--- src/rtl/fetch.sv ---
`default_nettype none
// ============================================================================
// Module   : fetch
// Purpose  : Instruction fetch front end. Holds the PC, issues word-aligned
//            requests to the icache, buffers {pc, inst} pairs in a small
//            in-order FIFO toward decode, and handles misses and redirects.
// Options  : FETCH_JAL_PREDICT_EN - when defined, a fetched JAL steers the
//            next fetch to its target instead of pc+4.
// Revision : 1.0 - initial release
// ============================================================================
module fetch #(
  parameter logic [31:0] RESET_PC   = 32'h0000_0000,
  parameter int unsigned FIFO_DEPTH = 2
) (
  input  logic        clk,
  input  logic        rst,
  output logic [31:0] icache_addr,
  output logic        icache_req,
  input  logic [31:0] icache_data,
  input  logic        icache_valid,
  input  logic        redirect_valid,
  input  logic [31:0] redirect_pc,
  output logic        out_valid,
  output logic [31:0] out_pc,
  output logic [31:0] out_inst,
  input  logic        out_ready
);

  localparam int unsigned AW      = $clog2(FIFO_DEPTH);
  localparam logic [AW:0] C_DEPTH = (AW+1)'(FIFO_DEPTH);
  localparam logic [AW:0] C_ONE_C = (AW+1)'(1);
  localparam logic [AW-1:0] C_ONE_P = AW'(1);

  typedef enum logic [1:0] {
    S_RUN       = 2'd0,
    S_MISS      = 2'd1,
    S_MISS_KILL = 2'd2
  } state_t;

  state_t        state_q, state_d;
  logic [31:0]   pc_q, pc_d;
  logic [31:0]   target_q, target_d;
  logic [AW-1:0] wr_ptr_q, wr_ptr_d;
  logic [AW-1:0] rd_ptr_q, rd_ptr_d;
  logic [AW:0]   count_q, count_d;
  logic [31:0]   mem_pc_q   [FIFO_DEPTH];
  logic [31:0]   mem_inst_q [FIFO_DEPTH];

  logic        w_full;
  logic        w_empty;
  logic        w_push;
  logic        w_pop;
  logic        w_flush;
  logic [31:0] w_pc_aligned;
  logic [31:0] w_redir_aligned;
  logic [31:0] w_next_pc;

  assign w_pc_aligned    = {pc_q[31:2], 2'b00};
  assign w_redir_aligned = {redirect_pc[31:2], 2'b00};
  assign w_full          = (count_q == C_DEPTH);
  assign w_empty         = (count_q == '0);

`ifdef FETCH_JAL_PREDICT_EN
  logic [31:0] w_jal_imm;
  logic        w_is_jal;
  assign w_jal_imm = {{11{icache_data[31]}}, icache_data[31], icache_data[19:12],
                      icache_data[20], icache_data[30:21], 1'b0};
  assign w_is_jal  = (icache_data[6:0] == 7'b1101111);
  assign w_next_pc = w_is_jal ? (w_pc_aligned + w_jal_imm) : (w_pc_aligned + 32'd4);
`else
  assign w_next_pc = w_pc_aligned + 32'd4;
`endif

  // The address is the held PC in every state, so it cannot move during a miss.
  assign icache_addr = w_pc_aligned;
  assign icache_req  = rst ? 1'b0 :
                       (state_q == S_RUN) ? (!w_full && !redirect_valid) : 1'b1;

  // Decode never sees the head in a redirect cycle; the flush takes it anyway.
  assign out_valid = !w_empty && !redirect_valid;
  assign out_pc    = w_empty ? 32'h0 : mem_pc_q[rd_ptr_q];
  assign out_inst  = w_empty ? 32'h0 : mem_inst_q[rd_ptr_q];
  assign w_pop     = out_valid && out_ready;

  // Next-state, PC and push/flush decisions.
  always_comb begin
    state_d  = state_q;
    pc_d     = pc_q;
    target_d = target_q;
    w_push   = 1'b0;
    w_flush  = 1'b0;
    case (state_q)
      S_RUN: begin
        if (redirect_valid) begin
          w_flush = 1'b1;
          pc_d    = w_redir_aligned;
        end else if (icache_req) begin
          if (icache_valid) begin
            w_push = 1'b1;
            pc_d   = w_next_pc;
          end else begin
            state_d = S_MISS;
          end
        end
      end
      S_MISS, S_MISS_KILL: begin
        if (redirect_valid) begin
          w_flush = 1'b1;
          if (icache_valid) begin
            // The outstanding miss completes in the redirect cycle itself:
            // nothing is left to kill, so resume directly at the new target.
            pc_d    = w_redir_aligned;
            state_d = S_RUN;
          end else begin
            target_d = w_redir_aligned;
            state_d  = S_MISS_KILL;
          end
        end else if (icache_valid) begin
          state_d = S_RUN;
          if (state_q == S_MISS) begin
            w_push = 1'b1;
            pc_d   = w_next_pc;
          end else begin
            pc_d = target_q;
          end
        end
      end
      default: state_d = S_RUN;
    endcase
  end

  // FIFO pointer and occupancy bookkeeping.
  always_comb begin
    wr_ptr_d = wr_ptr_q;
    rd_ptr_d = rd_ptr_q;
    count_d  = count_q;
    if (w_flush) begin
      wr_ptr_d = '0;
      rd_ptr_d = '0;
      count_d  = '0;
    end else begin
      if (w_push) wr_ptr_d = wr_ptr_q + C_ONE_P;
      if (w_pop)  rd_ptr_d = rd_ptr_q + C_ONE_P;
      if (w_push && !w_pop)      count_d = count_q + C_ONE_C;
      else if (!w_push && w_pop) count_d = count_q - C_ONE_C;
    end
  end

  // Control state registers with asynchronous reset.
  always_ff @(posedge clk or posedge rst) begin
    if (rst) begin
      state_q  <= S_RUN;
      pc_q     <= RESET_PC;
      target_q <= 32'h0;
      wr_ptr_q <= '0;
      rd_ptr_q <= '0;
      count_q  <= '0;
    end else begin
      state_q  <= state_d;
      pc_q     <= pc_d;
      target_q <= target_d;
      wr_ptr_q <= wr_ptr_d;
      rd_ptr_q <= rd_ptr_d;
      count_q  <= count_d;
    end
  end

  // FIFO storage; contents are only observable while the count is non-zero.
  always_ff @(posedge clk) begin
    if (w_push) begin
      mem_pc_q[wr_ptr_q]   <= w_pc_aligned;
      mem_inst_q[wr_ptr_q] <= icache_data;
    end
  end

endmodule
`default_nettype wire

--- config.mk ---
export PLATFORM = sky130hd
export DESIGN_NAME = fetch
export DESIGN_NICKNAME = d
export VERILOG_FILES = /design/src/rtl/fetch.sv
export SDC_FILE = /design/constraint.sdc
export NUM_CORES = 1
export LEC_CHECK = 0
export BUFFER_PORTS_ARGS = -buffer_cell sky130_fd_sc_hd__buf_2
export CAP_MARGIN = 20
export CORE_ASPECT_RATIO = 0.8
export CORE_MARGIN = 3
export CORE_UTILIZATION = 55
export CTS_CLUSTER_SIZE = 24
export DETAILED_ROUTE_END_ITERATION = 12
export GPL_ROUTABILITY_DRIVEN = 0
export PLACE_DENSITY = 0.79
export SYNTH_ARGS = -nofsm -noshare
export SYNTH_HDL_FRONTEND = slang
export SYNTH_SLANG_ARGS = --single-unit
--- constraint.sdc ---
create_clock -name clk -period 5.3 [get_ports clk]
set_clock_uncertainty 0.05 [all_clocks]
set_input_delay 0.795 -clock clk [delete_from_list [all_inputs] [get_ports clk]]
set_output_delay 0.795 -clock clk [all_outputs]
set_load 0.02 [all_outputs]
==> results.md <==
- Outcome: complete, no violations
- Clock power share: 23.6%
- Setup bufs post-CTS: 0
- Wire length of the first global-routing pass: 32.4 mm
- Setup TNS Final: 0 ps
- Final #Nets: 934
- Mapped cell area: between 8000 and 9000 um2
- CTS Buf Count: 17
- Largest net degree at the start of global routing: a little under 70
- DR WL/cell: between 15 and 20 um
- Clk Tree Root Cell: clkbuf_16
- Die area: between 15000 and 20000 um2
- Number of global-route vias before repair: about 6300
- GRT Total Usage: between 20% and 30%
- Synth unique cells: 61
- Largest delay share family, worst path: simple AND/OR/NAND/NOR gates
- Share of cells above drive strength 1: a little under 30%
- Setup WS pre-CTS: between 1500 and 2000 ps
- Starting DRT DRC Count: between 500 and 600
- Bufs and invs on worst path: 3
- Die span in y: roughly 120 um
- Grt total ovfl: 0
- CTS Hold Bufs: 0
- Worst setup margin: a little under 2000 ps
- Min cycle time layout: about 3300 ps
- DR vias: roughly 6300
- Most instantiated cells after synthesis: edfxtp_1, nor2_1, dfrtp_1
- FILL cells: 1142
- Clock buffer depth: 2
- R2r setup slk: approximately 2000 ps
- Asr flop ratio synth: between 30% and 40%
- Htree depth: 4
- Hold Vio Cnt, Final: 0
- Die width: around 150 um
- IO Port Bufs: between 150 and 200
- Slew headroom: between 30% and 40%
- Power Density: 543 nW/um2
- Syn Inst Count: roughly 700
- Switch share: between 30% and 40%
- CP cell instances: inv_1 -> ha_1 -> inv_1 -> or3_1 -> a21oi_2 -> and2_2 -> buf_4
- CORE AREA: 15200 um2
- Int Pwr: roughly 3.4 mW
- Dpl cell area: 9630 um2
- Drt drc: 0
- EDFF count, synth: 124
- DRT Pass-1 Iters: 6
- Crit path largest cell delay: around 620 ps
- Max cap viols: 0
- Total area of sequential cells: about 5400 um2
- DPL Wire Length: roughly 13 mm
- Setup violations, final: 0
- Logic pwr share: approximately a third
- Yosys warning count: 0
- Peak VDD IR: approximately 390 uV
- Layout Utilization: approximately 68%
- Leakage: a little over 4 nW
- F_max: 299 MHz
- Hold Path Class: reg -> reg
- Initial antenna violation count: 1
- Sequential area share after synthesis: ~62%
- CP required: 5320 ps
- Most frequent CP cell: inv_1
- Clk sinks: 190
- Num rows: 40
- Actual slew at the worst max-slew pin: around 990 ps
- Vias per cell: between 5 and 6
- Area added between synthesis and finish: 19.2%
- Antenna-violating nets left: 0
- Critical Path Start Type: flop
- CP max stage cell: and2_2
- Multi-input gate area: approximately 3100 um2
- Top Ports: roughly 170
- Worst-Skew Late Latency: roughly 430 ps
- Overall power: 5.58 mW
- Area leader, netlist: edfxtp_1
- Synth top area cells: edfxtp_1, dfrtp_1, mux2i_1
- Synthesized flop and latch total: 190
- Max Slew Vio Count: 0
- Ys flop type: edfxtp_1
- Critical path type: reg -> reg
- Post-cts sizing count: 0
- CP Capture Type: flop
- Total wire length: between 20 and 25 mm
- RSZ-0062 raised after global routing: false
- Final Cycle Share: around 63%
- Finished Cell Area: 10300 um2
- Syn avg cell area: around 12 um2
- Synth top area share: between 40% and 50%
- Critical Path Fanout Max: 39
- Seq pwr share: between 40% and 50%
- Initial core utilization: 56.8%
- CTS tree: done
- Clk slew on worst S/H paths: approximately 70 ps
- Count leader, synth: edfxtp_1
- Crit path arrival time: approximately 3400 ps
- Net switching power: 2.16 mW
==> cell families after synthesis <==
kind of cell | after synthesis | synth area share (%)
buffers and inverters | 55 | 2.61
adders and majority gates | 4 | 0.580
and+or+nand+nor | 221 | 12.4
AOI/OAI and AO/OA | 136 | 9.88
other | 1 | 0.0434
DFF | 190 | 62.3
xor gates and xnor gates | 9 | 0.913
muxes | 94 | 11.3
==> sequential cells by signal, indices dropped and copies added, names as in the netlist <==
register,count
wr_ptr_q,1
target_q,30
count_q,2
rd_ptr_q,1
mem_inst_q,64
state_q,2
mem_pc_q,60
pc_q,30
==> per-layer routing <==
metal,track usage (%),up-vias,wire length (um)
li1,-,2924,-
met5,0,-,0
met2,38.8,270,10000
met4,7.52,0,316
met3,6.00,31,1570
met1,31.1,3114,8730
==> metrics by stage <==
step | cells | hold slack, ps
6_report | 1085 | 457
3_3_place_gp | 1050 | 429
4_1_cts | 1082 | 453
5_1_grt | 1085 | 468
2_1_floorplan | 713 | 421
3_5_place_dp | 1050 | 438
==> area by class of cell <==
class / instances / area share [%]
sequential: 190 / 52.3
multi-input combinational: 468 / 29.8
timing repair buffer: 172 / 8.92
clock buffer: 19 / 4.40
tap: 210 / 2.55
clock inverter: 13 / 1.60
inverter: 12 / 0.438
antenna: 1 / 0.0243
==> path summary, 6_finish.rpt <==
check	endpoint	from	cells after the start
min in group asynchronous	target_q[19]	rst	3
worst max-delay path	mem_pc_q[1][22]	state_q[1]	7
max in group asynchronous	rd_ptr_q	rst	3
worst min-delay path	target_q[24]	target_q[24]	1
worst min register to register	target_q[24]	target_q[24]	1
worst max register to register	mem_pc_q[1][22]	state_q[1]	7
==> cell usage in the layout (no fill, tap or decap), types with 28 or more instances in the layout <==
master / netlist / final
a21oi_1: 28 / 28
buf_2: 3 / 160
dfrtp_1: 66 / 65
edfxtp_1: 124 / 124
mux2_2: 31 / 31
mux2i_1: 63 / 63
nand2_1: 45 / 45
nor2_1: 97 / 96
o21ai_0: 50 / 50
==> power by group through the flow <==
stage | Sequential (mW) | Clock [mW] | Combinational, mW
after floorplan | 2.38 | 0 | 1.22
after global placement | 2.37 | 0 | 1.74
after detailed placement | 2.41 | 0 | 1.82
after CTS | 2.39 | 1.33 | 1.83
after global routing | 2.42 | 1.40 | 2.06
final | 2.37 | 1.32 | 1.89
(Power assumes the default switching activity.)
